==> src/rtl/truth_table_pkg.sv <==
// Shared types and helpers for the truth-table gate evaluator.
package truth_table_pkg;

  localparam int TT_MAX_IN = 6;
  localparam int TT_MAX_W  = 1 << TT_MAX_IN;

  typedef enum logic [1:0] {
    IDLE   = 2'd0,
    SHIFT  = 2'd1,
    COMMIT = 2'd2
  } load_state_e;

  // The table must be left-justified in the 64-bit word, so that the
  // MSB-first index 2^N-1-idx becomes 63-idx whatever N is.
  function automatic logic tt_lookup(input logic [TT_MAX_W-1:0] tt,
                                     input logic [TT_MAX_IN-1:0] idx);
    return tt[TT_MAX_IN'(TT_MAX_W - 1) - idx];
  endfunction

endpackage

==> src/rtl/truth_table_eval_loader.sv <==
// Serial truth-table loader: shifts bits MSB first into a shadow table and
// raises commit for one cycle once the whole table has arrived.
module tt_serial_loader
  import truth_table_pkg::*;
#(
  parameter int TW = 8
) (
  input  logic          clk,
  input  logic          rst,
  input  logic          cfg_valid,
  input  logic          cfg_bit,
  output logic          commit,
  output logic [TW-1:0] new_tt
);

  localparam int CW = $clog2(TW) + 1;
  localparam logic [CW-1:0] LAST_IDX = CW'(TW - 1);

  load_state_e   state_q, state_d;
  logic [TW-1:0] shadow_q, shadow_d;
  logic [CW-1:0] cnt_q, cnt_d;

  always_comb begin
    state_d  = state_q;
    shadow_d = shadow_q;
    cnt_d    = cnt_q;
    case (state_q)
      IDLE: begin
        if (cfg_valid) begin
          shadow_d = {shadow_q[TW-2:0], cfg_bit};
          cnt_d    = CW'(1);
          state_d  = SHIFT;
        end
      end
      SHIFT: begin
        if (cfg_valid) begin
          shadow_d = {shadow_q[TW-2:0], cfg_bit};
          cnt_d    = cnt_q + 1'b1;
          if (cnt_q == LAST_IDX) state_d = COMMIT;
        end
      end
      COMMIT: begin
        // A bit arriving while the previous table commits opens the next load.
        cnt_d   = '0;
        state_d = IDLE;
        if (cfg_valid) begin
          shadow_d = {shadow_q[TW-2:0], cfg_bit};
          cnt_d    = CW'(1);
          state_d  = SHIFT;
        end
      end
      default: begin
        cnt_d   = '0;
        state_d = IDLE;
      end
    endcase
  end

  always_ff @(posedge clk or posedge rst) begin
    if (rst) begin
      state_q  <= IDLE;
      shadow_q <= '0;
      cnt_q    <= '0;
    end else begin
      state_q  <= state_d;
      shadow_q <= shadow_d;
      cnt_q    <= cnt_d;
    end
  end

  assign commit = (state_q == COMMIT);
  assign new_tt = shadow_q;

endmodule

==> src/rtl/truth_table_eval.sv <==
// Clocked N_IN-input truth-table gate with valid/ready eval path and serial
// table reload. Optional persistence filter on out: TRUTH_TABLE_PERSIST_EN.
module truth_table_eval
  import truth_table_pkg::*;
#(
  parameter int                    N_IN    = 3,
  parameter logic [(1<<N_IN)-1:0]  TT_INIT = 8'hAF,
  parameter int                    PERSIST = 2
) (
  input  logic                   clk,
  input  logic                   rst,
  input  logic [N_IN-1:0]        in_vec,
  input  logic                   in_valid,
  output logic                   in_ready,
  output logic                   out,
  output logic                   out_valid,
  input  logic                   out_ready,
  input  logic                   cfg_valid,
  input  logic                   cfg_bit,
  output logic                   cfg_ready,
  output logic [(1<<N_IN)-1:0]   tt_cur
);

  localparam int TW = 1 << N_IN;

  if (N_IN < 1 || N_IN > TT_MAX_IN) begin : g_bad_n_in
    $error("truth_table_eval: N_IN out of range");
  end
  if (PERSIST < 1 || PERSIST > 15) begin : g_bad_persist
    $error("truth_table_eval: PERSIST out of range");
  end

  logic          commit;
  logic [TW-1:0] new_tt;
  logic [TW-1:0] tt_cur_q, tt_cur_d;
  logic          out_q, out_d;
  logic          out_valid_q, out_valid_d;
  logic          accept;
  logic          raw;

  tt_serial_loader #(.TW(TW)) u_loader (
    .clk       (clk),
    .rst       (rst),
    .cfg_valid (cfg_valid),
    .cfg_bit   (cfg_bit),
    .commit    (commit),
    .new_tt    (new_tt)
  );

  assign in_ready  = !rst && (!out_valid_q || out_ready);
  assign cfg_ready = !rst;
  assign accept    = in_valid && in_ready;
  assign raw       = tt_lookup(TT_MAX_W'(tt_cur_q) << (TT_MAX_W - TW), TT_MAX_IN'(in_vec));

  // A sample accepted in the commit cycle still sees the old table.
  always_comb begin
    tt_cur_d    = commit ? new_tt : tt_cur_q;
    out_valid_d = out_valid_q;
    if (accept)         out_valid_d = 1'b1;
    else if (out_ready) out_valid_d = 1'b0;
  end

`ifdef TRUTH_TABLE_PERSIST_EN
  logic [3:0] run_q, run_d;

  always_comb begin
    out_d = out_q;
    run_d = run_q;
    if (accept) begin
      if (raw == out_q) begin
        run_d = '0;
      end else if (run_q + 4'd1 >= 4'(PERSIST)) begin
        out_d = raw;
        run_d = '0;
      end else begin
        run_d = run_q + 4'd1;
      end
    end
    if (commit) run_d = '0;
  end

  always_ff @(posedge clk or posedge rst) begin
    if (rst) run_q <= '0;
    else     run_q <= run_d;
  end
`else
  always_comb begin
    out_d = accept ? raw : out_q;
  end
`endif

  always_ff @(posedge clk or posedge rst) begin
    if (rst) begin
      tt_cur_q    <= TT_INIT;
      out_q       <= 1'b0;
      out_valid_q <= 1'b0;
    end else begin
      tt_cur_q    <= tt_cur_d;
      out_q       <= out_d;
      out_valid_q <= out_valid_d;
    end
  end

  assign out       = out_q;
  assign out_valid = out_valid_q;
  assign tt_cur    = tt_cur_q;

endmodule

==> config.mk <==
export PLATFORM = sky130hd
export DESIGN_NAME = truth_table_eval
export DESIGN_NICKNAME = d
export VERILOG_FILES = /design/src/rtl/truth_table_pkg.sv /design/src/rtl/truth_table_eval_loader.sv /design/src/rtl/truth_table_eval.sv
export SDC_FILE = /design/constraint.sdc
export NUM_CORES = 1
export LEC_CHECK = 0
export ABC_AREA = 1
export CAP_MARGIN = 20
export CORE_ASPECT_RATIO = 0.6
export CORE_MARGIN = 8
export CORE_UTILIZATION = 40
export DETAILED_ROUTE_END_ITERATION = 8
export DONT_BUFFER_PORTS = 1
export PLACE_DENSITY = 0.52
export SKIP_LAST_GASP = 1
export SYNTH_ARGS = -nofsm -noshare
export SYNTH_HDL_FRONTEND = slang
export SYNTH_SLANG_ARGS = --single-unit
==> constraint.sdc <==
create_clock -name clk -period 1.61 [get_ports clk]
set_clock_uncertainty 0.2 [all_clocks]
set_input_delay 0.322 -clock clk [delete_from_list [all_inputs] [get_ports clk]]
set_output_delay 0.322 -clock clk [all_outputs]
set_load 0.03 [all_outputs]
==> Word level (Yosys, flattened, before mapping) <==
Cells that the tools add are included.
{ "totals": {"wordCells": 39, "output_inout_bits": 12, "regBits": 24} }
{ "classes": {"n_addsub": 2, "mux": 13, "magnitude_cmp": 1, "eq_ne": 6, "reduce_logical": 11} }
{ "op_table": {"columns": ["op", "n"], "rows": [
  ["4-bit one-hot mux with 3 select lines", 1],
  ["4-bit two-way mux", 2],
  ["6-bit by 7-bit < comparator with 1-bit output (second input constant)", 1],
  ["1-bit binary-select mux with 6-bit select", 1],
  ["2-bit two-way mux", 3],
  ["2-bit one-hot mux with 3 select lines", 1],
  ["1-bit two-way mux", 5],
  ["1-bit by 4-bit subtractor with 5-bit output (first input constant)", 1],
  ["4-bit by 1-bit adder with 4-bit output (second input constant)", 1],
  ["4-bit by 3-bit == test with 1-bit output (second input constant)", 1],
  ["2-bit != test (second input constant)", 2],
  ["2-bit AND reduction", 2],
  ["3-bit AND reduction", 1],
  ["3-bit OR reduction", 1],
  ["2-bit by 1-bit == test with 1-bit output (second input constant)", 1],
  ["2-bit == test (second input constant)", 1],
  ["1-bit logical AND", 2],
  ["1-bit logical NOT", 2],
  ["2-bit logical NOT", 1],
  ["2-bit by 1-bit != test with 1-bit output (second input constant)", 1],
  ["2-bit nonzero test", 1],
  ["1-bit logical OR", 1]
]} }

==> Logic depth before layout (Yosys ltp) <==
Gate-level depths: netlist of run 1.
{ "logic_depth": {"ltp_word": 5, "mapped_depth": 7, "mapped_depth_nobuf": 7} }

==> Hierarchy <==
A second synthesis of run 1 with hierarchy kept.
{ "hier_totals": {"cells_unflattened": 133, "area_unflattened_um2": 1112.3} }
{ "modules_own_cells": {"columns": ["module", "cells_each", "instances", "area_each_um2", "seq_area_each_um2"], "rows": [
  ["tt_serial_loader", 72, 1, 636.9, 350.3],
  ["truth_table_eval", 61, 1, 475.5, 257.7]
]} }

==> Worst setup path before layout of run 1 <==
Ideal clock, no wire load.
{ "synth_timing": {"kind": "flip-flop to flip-flop", "start": "reg out_valid_q (netlist: out_valid)", "end": "reg out_q (netlist: out)", "required_time_ns": 1.293, "t_arrival_ns": 1.332, "path_stages_with_launch": 7, "setup_ns": 0.117, "setup_slack_ns": -0.039, "period_less_slack_ns": 1.649, "cell_sequence": "dfrtp_1 > inv_1 > nor2_1 > nor2_1 > nand2_1 > nand2_1 > nand2_1"} }
{ "synth_between": {"elab_chain_len": 4} }
{ "synth_rtl": {"columns": ["element", "line", "rtl"], "rows": [
  ["from (decl)", "truth_table_eval.sv:37", "logic out_valid_q, out_valid_d;"],
  ["from (signal assigned)", "truth_table_eval.sv:100", "out_valid_q <= out_valid_d;"],
  ["1-bit logical NOT", "truth_table_eval.sv:50", "assign in_ready = !rst && (!out_valid_q || out_ready);"],
  ["1-bit logical OR", "truth_table_eval.sv:50", null],
  ["1-bit logical AND", "truth_table_eval.sv:50", null],
  ["named net in_ready", "truth_table_eval.sv:14", "output logic in_ready,"],
  ["1-bit logical AND", "truth_table_eval.sv:52", "assign accept = in_valid && in_ready;"],
  ["to (signal assigned)", "truth_table_eval.sv:99", "out_q <= out_d;"],
  ["to (decl)", "truth_table_eval.sv:36", "logic out_q, out_d;"]
]} }
The timed path passes the listed nets, and every way through them passes these cells.
A chain may end at the register's enable or synchronous reset.

==> Worst setup path in the final report of run 1 <==
{ "layout_timing": {"start": "reg out_valid_q (netlist: out_valid)", "end": "out in_ready"} }
{ "layout_between": {"elab_chain_len": 3} }
{ "layout_rtl": {"columns": ["element", "line"], "rows": [
  ["1-bit logical NOT", "truth_table_eval.sv:50"],
  ["1-bit logical OR", "truth_table_eval.sv:50"],
  ["1-bit logical AND", "truth_table_eval.sv:50"],
  ["to (decl)", "truth_table_eval.sv:14"]
]} }
No other way between the ends.

==> results of run 1 <==
cells in the mapped netlist:
library cell and number:
nand2_1 28, dfrtp_1 18, inv_1 17, o21ai_1 13, nand3_1 7, nor2_1 7
dfstp_2 6, a21oi_1 4, inv_2 3, nand2_2 2, nand3b_1 2, nor2_2 2
o21ai_0 2, o21ai_2 2, a21o_1 1, buf_2 1, buf_6 1, clkinv_1 1
ha_1 1, nor3_1 1, o22ai_1 1, o31ai_2 1, or2_0 1, xnor2_1 1
cell usage in the layout (no fill, tap or decap):
master	n
o21ai_1	13
nor2_2	4
dfstp_2	6
nand3b_1	2
xnor2_1	1
nor3_1	1
dfrtp_1	18
inv_1	16
dlygate4sd3_1	2
a21o_1	1
o31ai_2	1
clkinv_1	1
buf_4	4
or2_0	1
buf_6	1
nand3_1	7
ha_1	1
nand2_2	2
o21ai_0	2
nand2_1	28
o22ai_1	1
inv_2	4
o21ai_2	2
a21oi_1	4
nor2_1	5
clkbuf_8	4
logic make-up (layout without fill, tap and decap cells):
family                     after synthesis  count (layout)  share of synthesized area, %
DFF                                     24              24                          56.2
AOI/OAI and AO/OA                       24              24                          12.8
xor gates and xnor gates                 1               1                         0.810
buffers and inverters                   23              32                          8.80
and+or+nand+nor                         50              50                          20.1
adders and majority gates                1               1                          1.16
sequential cells by signal, summed over array words and instances (netlist names):
signal / flops
tt_cur: 8
u_loader.new_tt: 8
u_loader.cnt_q: 4
u_loader.state_q: 2
out: 1
out_valid: 1
power breakdown:
| group | total (mW) | leakage, nW | internal [mW] | switching (mW) |
|---|---|---|---|---|
| Clock | 0.407 | 0.0288 | 0.218 | 0.188 |
| Sequential | 1.06 | 0.290 | 0.800 | 0.259 |
| Combinational | 0.377 | 0.262 | 0.161 | 0.216 |
through the flow:
stage / cell area, um2 / hold slack, ns
2_1_floorplan: 1080 / 0.218
3_3_place_gp: 1140 / 0.225
3_5_place_dp: 1140 / 0.225
4_1_cts: 1210 / 0.0128
5_1_grt: 1230 / 0.0115
6_report: 1230 / 0.0142
metal layers:
layer / GRT usage, % / vias up
li1: - / 406
met1: 13.1 / 369
met2: 15.5 / 14
met3: 4.46 / 2
met4: 2.24 / 0
met5: 0 / -
how the worst max path moves through the flow:
stage / from / end / depth (start not counted)
2_1_floorplan: rst / cfg_ready / 1
3_3_place_gp: tt_cur[5] / out / 6
3_5_place_dp: tt_cur[7] / out / 6
4_1_cts: out_valid / in_ready / 4
5_1_grt: out_valid / in_ready / 4
6_report: out_valid / in_ready / 4
layout make-up:
cell class	instances	area, um2
inverter	21	78.8
multi-input combinational	76	383
timing repair buffer	7	61.3
fill	247	1310
tap	32	40.0
sequential	24	608
clock buffer	4	55.1
repair_timing:
item | in CTS | in global routing
resized for setup | 0 | 3
setup buffers | 0 | 1
hold endpoints to repair | 4 | 0
hold buffers | 2 | 0
setup endpoints to repair | 0 | 1
==> metrics.txt, run 1 <==
status=finished clean; Worst path most repeated cell=nor2_2; Hold EP=u_loader.new_tt[0]; Synth-to-Final Area Change=13.4%; Syn. warnings=0; Crit path max-delay family=flip-flops; Final WS setup=between 0.03 and 0.04 ns; HP Start=cfg_bit; Setup crit start kind=register; Tightest Pin Transition=0.401 ns; Core ar.=around 2500 um2; fin crit period=approximately 1.6 ns; die height=about 56 um; Crit Path Class=reg2out; share of layout cells above drive strength 1=between 20% and 30%; pwr dens=roughly 1500 nW/um2; cell chain of the critical path=inv_2 -> nor2_2 -> nor2_2 -> buf_6; FF-to-FF path depth=6; Yosys cell types=24; vias per cell=around 4.8; vias in the first global route=between 800 and 900; Top Layer Used=met4; htree depth=1; Max Fanout on Critical Path=2; die footprint=4680 um2; worst slack, placed=around 0.31 ns; Rows=14; final WL=about 2200 um; post-synthesis cell count=between 100 and 150; CP max stage delay=0.39 ns; CTS Buf Count=3; total number of vias=between 700 and 800; Period Utilization, post-route=roughly 98%; Yosys reg bits=24; Starting Density=between 40 and 50%; DP Wirelength=between 1500 and 2000 um; Final Setup Violations=0; Initial DRT Pass Iterations=4; Final Hold Vio Count=0; Data arrival, critical path=between 1 and 1.5 ns; IR drop worst, VDD=a little over 0.0006 V; global-route wire length before repair=roughly 4000 um; post-layout net count=143; Crit. End Element=output port; routability cong.=0.670; worst flop-to-flop path endpoint=out; Max-cap violations=0; root buffer cell=clkbuf_8; slowest stage cell on the critical path=dfrtp_1; Layout Utilization=48.3%; syn avg cell area=between 8 and 9 um2; worst hold path class=in2reg; # IOs=21; Hold Path Depth=2; largest net degree at the start of global routing=18; port buffer count=0; fin cells=around 160; Wirelength per Cell=~14 um; Residual DRC=0; Leak=0.581 nW; CTS tree=yes; WP data required=1.09 ns; Die X=just over 80 um; Routed met3 length=about 140 um; synth top area cells=dfrtp_1 42%, dfstp_2 15%, nand2_1 9.7%; clk sinks=24; Fmax=~630 MHz; clock-pin slew on the worst setup and hold paths=roughly 0.080 ns; Max Buffers Root-to-Sink=2; metal2 WL=a little under 1000 um; Yosys top cell by area=dfrtp_1; Worst R2R Setup Slack=about 0.28 ns; initial antenna violation count=0; ANT nets after route=0; diode count=0; WL met1=between 1000 and 1500 um; Total GRT Usage=10.3%; FF-to-FF Start=tt_cur[7]; RSZ-0062 raised after global routing=true; Mapped Nets=133; post-synth top area share=41.7%; Max Slew Vio Count=0; Slew HR=approximately 73%; Seq/Total Area, Yosys=between 50% and 60%; Worst-Skew Late Latency=between 0.2 and 0.3 ns; buffer and inverter count on the worst path=2; GR Overflow Total=0; DRT iter0 DRCs=42; DP Cell Count=157; post-route setup TNS=0 ns; netlist area before placement=approximately 1100 um2; overall power=around 1.8 mW
(Power assumes the default switching activity.)
==> run 2: changes to the inputs <==
--- a/config.mk
+++ b/config.mk
@@ -7,12 +7,14 @@
 export LEC_CHECK = 0
 export ABC_AREA = 1
 export CAP_MARGIN = 20
+export CELL_PAD_IN_SITES_DETAIL_PLACEMENT = 0
+export CELL_PAD_IN_SITES_GLOBAL_PLACEMENT = 2
 export CORE_ASPECT_RATIO = 0.6
 export CORE_MARGIN = 8
-export CORE_UTILIZATION = 40
+export CORE_UTILIZATION = 36
 export DETAILED_ROUTE_END_ITERATION = 8
 export DONT_BUFFER_PORTS = 1
-export PLACE_DENSITY = 0.52
+export PLACE_DENSITY = 0.74
 export SKIP_LAST_GASP = 1
 export SYNTH_ARGS = -nofsm -noshare
 export SYNTH_HDL_FRONTEND = slang
==> metrics.txt, run 2 (synthesis gave the netlist of run 1 again) <==
post-layout net count=between 100 and 150; HP Start=cfg_bit; diode count=0; Crit. End Element=output port; share of layout cells above drive strength 1=between 15 and 20%; commonest non-fill, non-tap cell in the layout=nand2_1; fin crit period=about 1.5 ns; buffer and inverter count on the worst path=2; Slew HR=approximately three quarters; Synth-to-Final Area Change=11.3%; Total GRT Usage=a little under a tenth; Fin Hold WS=0.0225 ns; GR Overflow Total=0; worst flop-to-flop path endpoint=out; Residual DRC=0; Wirelength per Cell=roughly 12 um; overall power=between 1.5 and 2 mW; Max Fanout on Critical Path=2; Period Utilization, post-route=a little over nine tenths; Fmax=approximately 650 MHz; FF-to-FF Start=tt_cur[5]; Max-cap violations=0; DRT iter0 DRCs=38; Clk pwr share=a little under a fifth; port buffer count=0; Max Buffers Root-to-Sink=2; Rows=15; final WL=~2100 um; WP data required=between 1 and 1.5 ns; Switch Pwr=636 uW; # IOs=21; Worst R2R Setup Slack=approximately 0.26 ns; Sw Ratio=36.2%; largest net degree at the start of global routing=25; vias per cell=4.40; Crit path max-delay family=flip-flops; die footprint=5070 um2; clock-pin slew on the worst setup and hold paths=roughly 0.080 ns; pwr dens=1460 nW/um2; Final Hold Vio Count=0; routability cong.=~0.77; Int Pwr=roughly 1.1 mW; Max Slew Vio Count=0; CTS Buf Count=3; htree depth=1; RSZ-0062 raised after global routing=false; root buffer cell=clkbuf_8; Leak=approximately 0.56 nW; Hold EP=u_loader.new_tt[0]; register share of total power=between 60% and 70%; clk sinks=24; Core ar.=2870 um2; DP Wirelength=1630 um; Crit Path Class=reg2out; FF-to-FF path depth=6; post-route setup TNS=0 ns; die height=~60 um; Setup crit start kind=register; Hold Path Depth=2; total number of vias=~750; Initial DRT Pass Iterations=4; post-cts sizing count=0; Setup Buffers After CTS=0; ANT nets after route=0; global-route wire length before repair=3800 um; status=finished clean; cell chain of the critical path=inv_1 -> nor2_1 -> nor2_2 -> buf_4; vias in the first global route=between 700 and 800; slowest stage cell on the critical path=dfrtp_1; worst hold path class=in2reg; most frequent cells in the layout=28 x nand2_1, 18 x dfrtp_1, 17 x inv_1, 13 x o21ai_1, 7 x nand3_1; # fillers=approximately 300; Worst-Skew Late Latency=~0.26 ns; CTS tree=yes; Data arrival, critical path=1.01 ns; CP max stage delay=0.39 ns; Crit path depth=4; IR drop worst, VDD=between 0.0006 and 0.0007 V; combinational fraction of design power=roughly a fifth; Final Setup Violations=0; Tightest Pin Transition=~0.35 ns; Die X=slightly below 90 um; Starting Density=37.6%; initial antenna violation count=0
## run 2: cell types whose count changed in the layout (fill, tap and decap cells not counted)
cell	before	now
nor2_2	4	3
buf_6	1	0
inv_1	16	17
clkbuf_8	4	3
nor2_1	5	6
buf_4	4	3
inv_2	4	3
## run 2: how the worst max path moves through the flow
stage               startpoint   endpoint
floorplan                  rst  cfg_ready
global placement     tt_cur[5]        out
detailed placement   tt_cur[7]        out
CTS                  out_valid   in_ready
global route         out_valid   in_ready
finish               out_valid   in_ready
## run 2: timing repair
| item | 4_1_cts | 5_1_grt |
|---|---|---|
| hold buffers | 2 | 0 |
| endpoints found under the hold margin | 4 | 0 |
| endpoints found under the setup margin | 0 | 0 |
## run 2: final cells by class
type | instances | area [um2] | area share [%]
sequential | 24 | 608 | 50.5
clock buffer | 3 | 41.3 | 3.43
timing repair buffer | 5 | 42.5 | 3.53
tap | 42 | 52.6 | 4.37
multi-input combinational | 76 | 380 | 31.6
inverter | 21 | 78.8 | 6.55
## run 2: per-stage QoR
stage | instance area, um2 | std cells | util (%) | setup slack [ns]
floorplan | 1080 | 123 | - | 0.0996
global placement | 1140 | 166 | 39.8 | 0.298
detailed placement | 1140 | 166 | 39.8 | 0.279
CTS | 1200 | 171 | 41.9 | 0.0653
global route | 1200 | 171 | 41.9 | 0.00318
finish | 1200 | 171 | 41.9 | 0.0777
## run 2: layer usage
layer	up-vias	share of wire, %	track usage (%)
met3	0	8.3	5.27
met1	334	51	11.8
met2	15	41	14.2
met4	0	0	1.46
li1	404	-	-
met5	-	0	0
## run 2: power by group through the flow
| stage | clock network [mW] | logic (mW) | registers [mW] |
|---|---|---|---|
| CTS | 0.358 | 0.372 | 1.06 |
| floorplan | 0 | 0.304 | 1.04 |
| detailed placement | 0 | 0.366 | 1.07 |
| global route | 0.382 | 0.429 | 1.08 |
| finish | 0.337 | 0.363 | 1.06 |
| global placement | 0 | 0.358 | 1.07 |
## run 2: worst reg2reg max path, stage by stage, from the launching register on
cell and delay, ns:
dfstp_2 0.65, inv_1 0.07, nand2_1 0.06, nand3_1 0.06, nand3_1 0.11, nand3_1 0.08, nand2_1 0.07
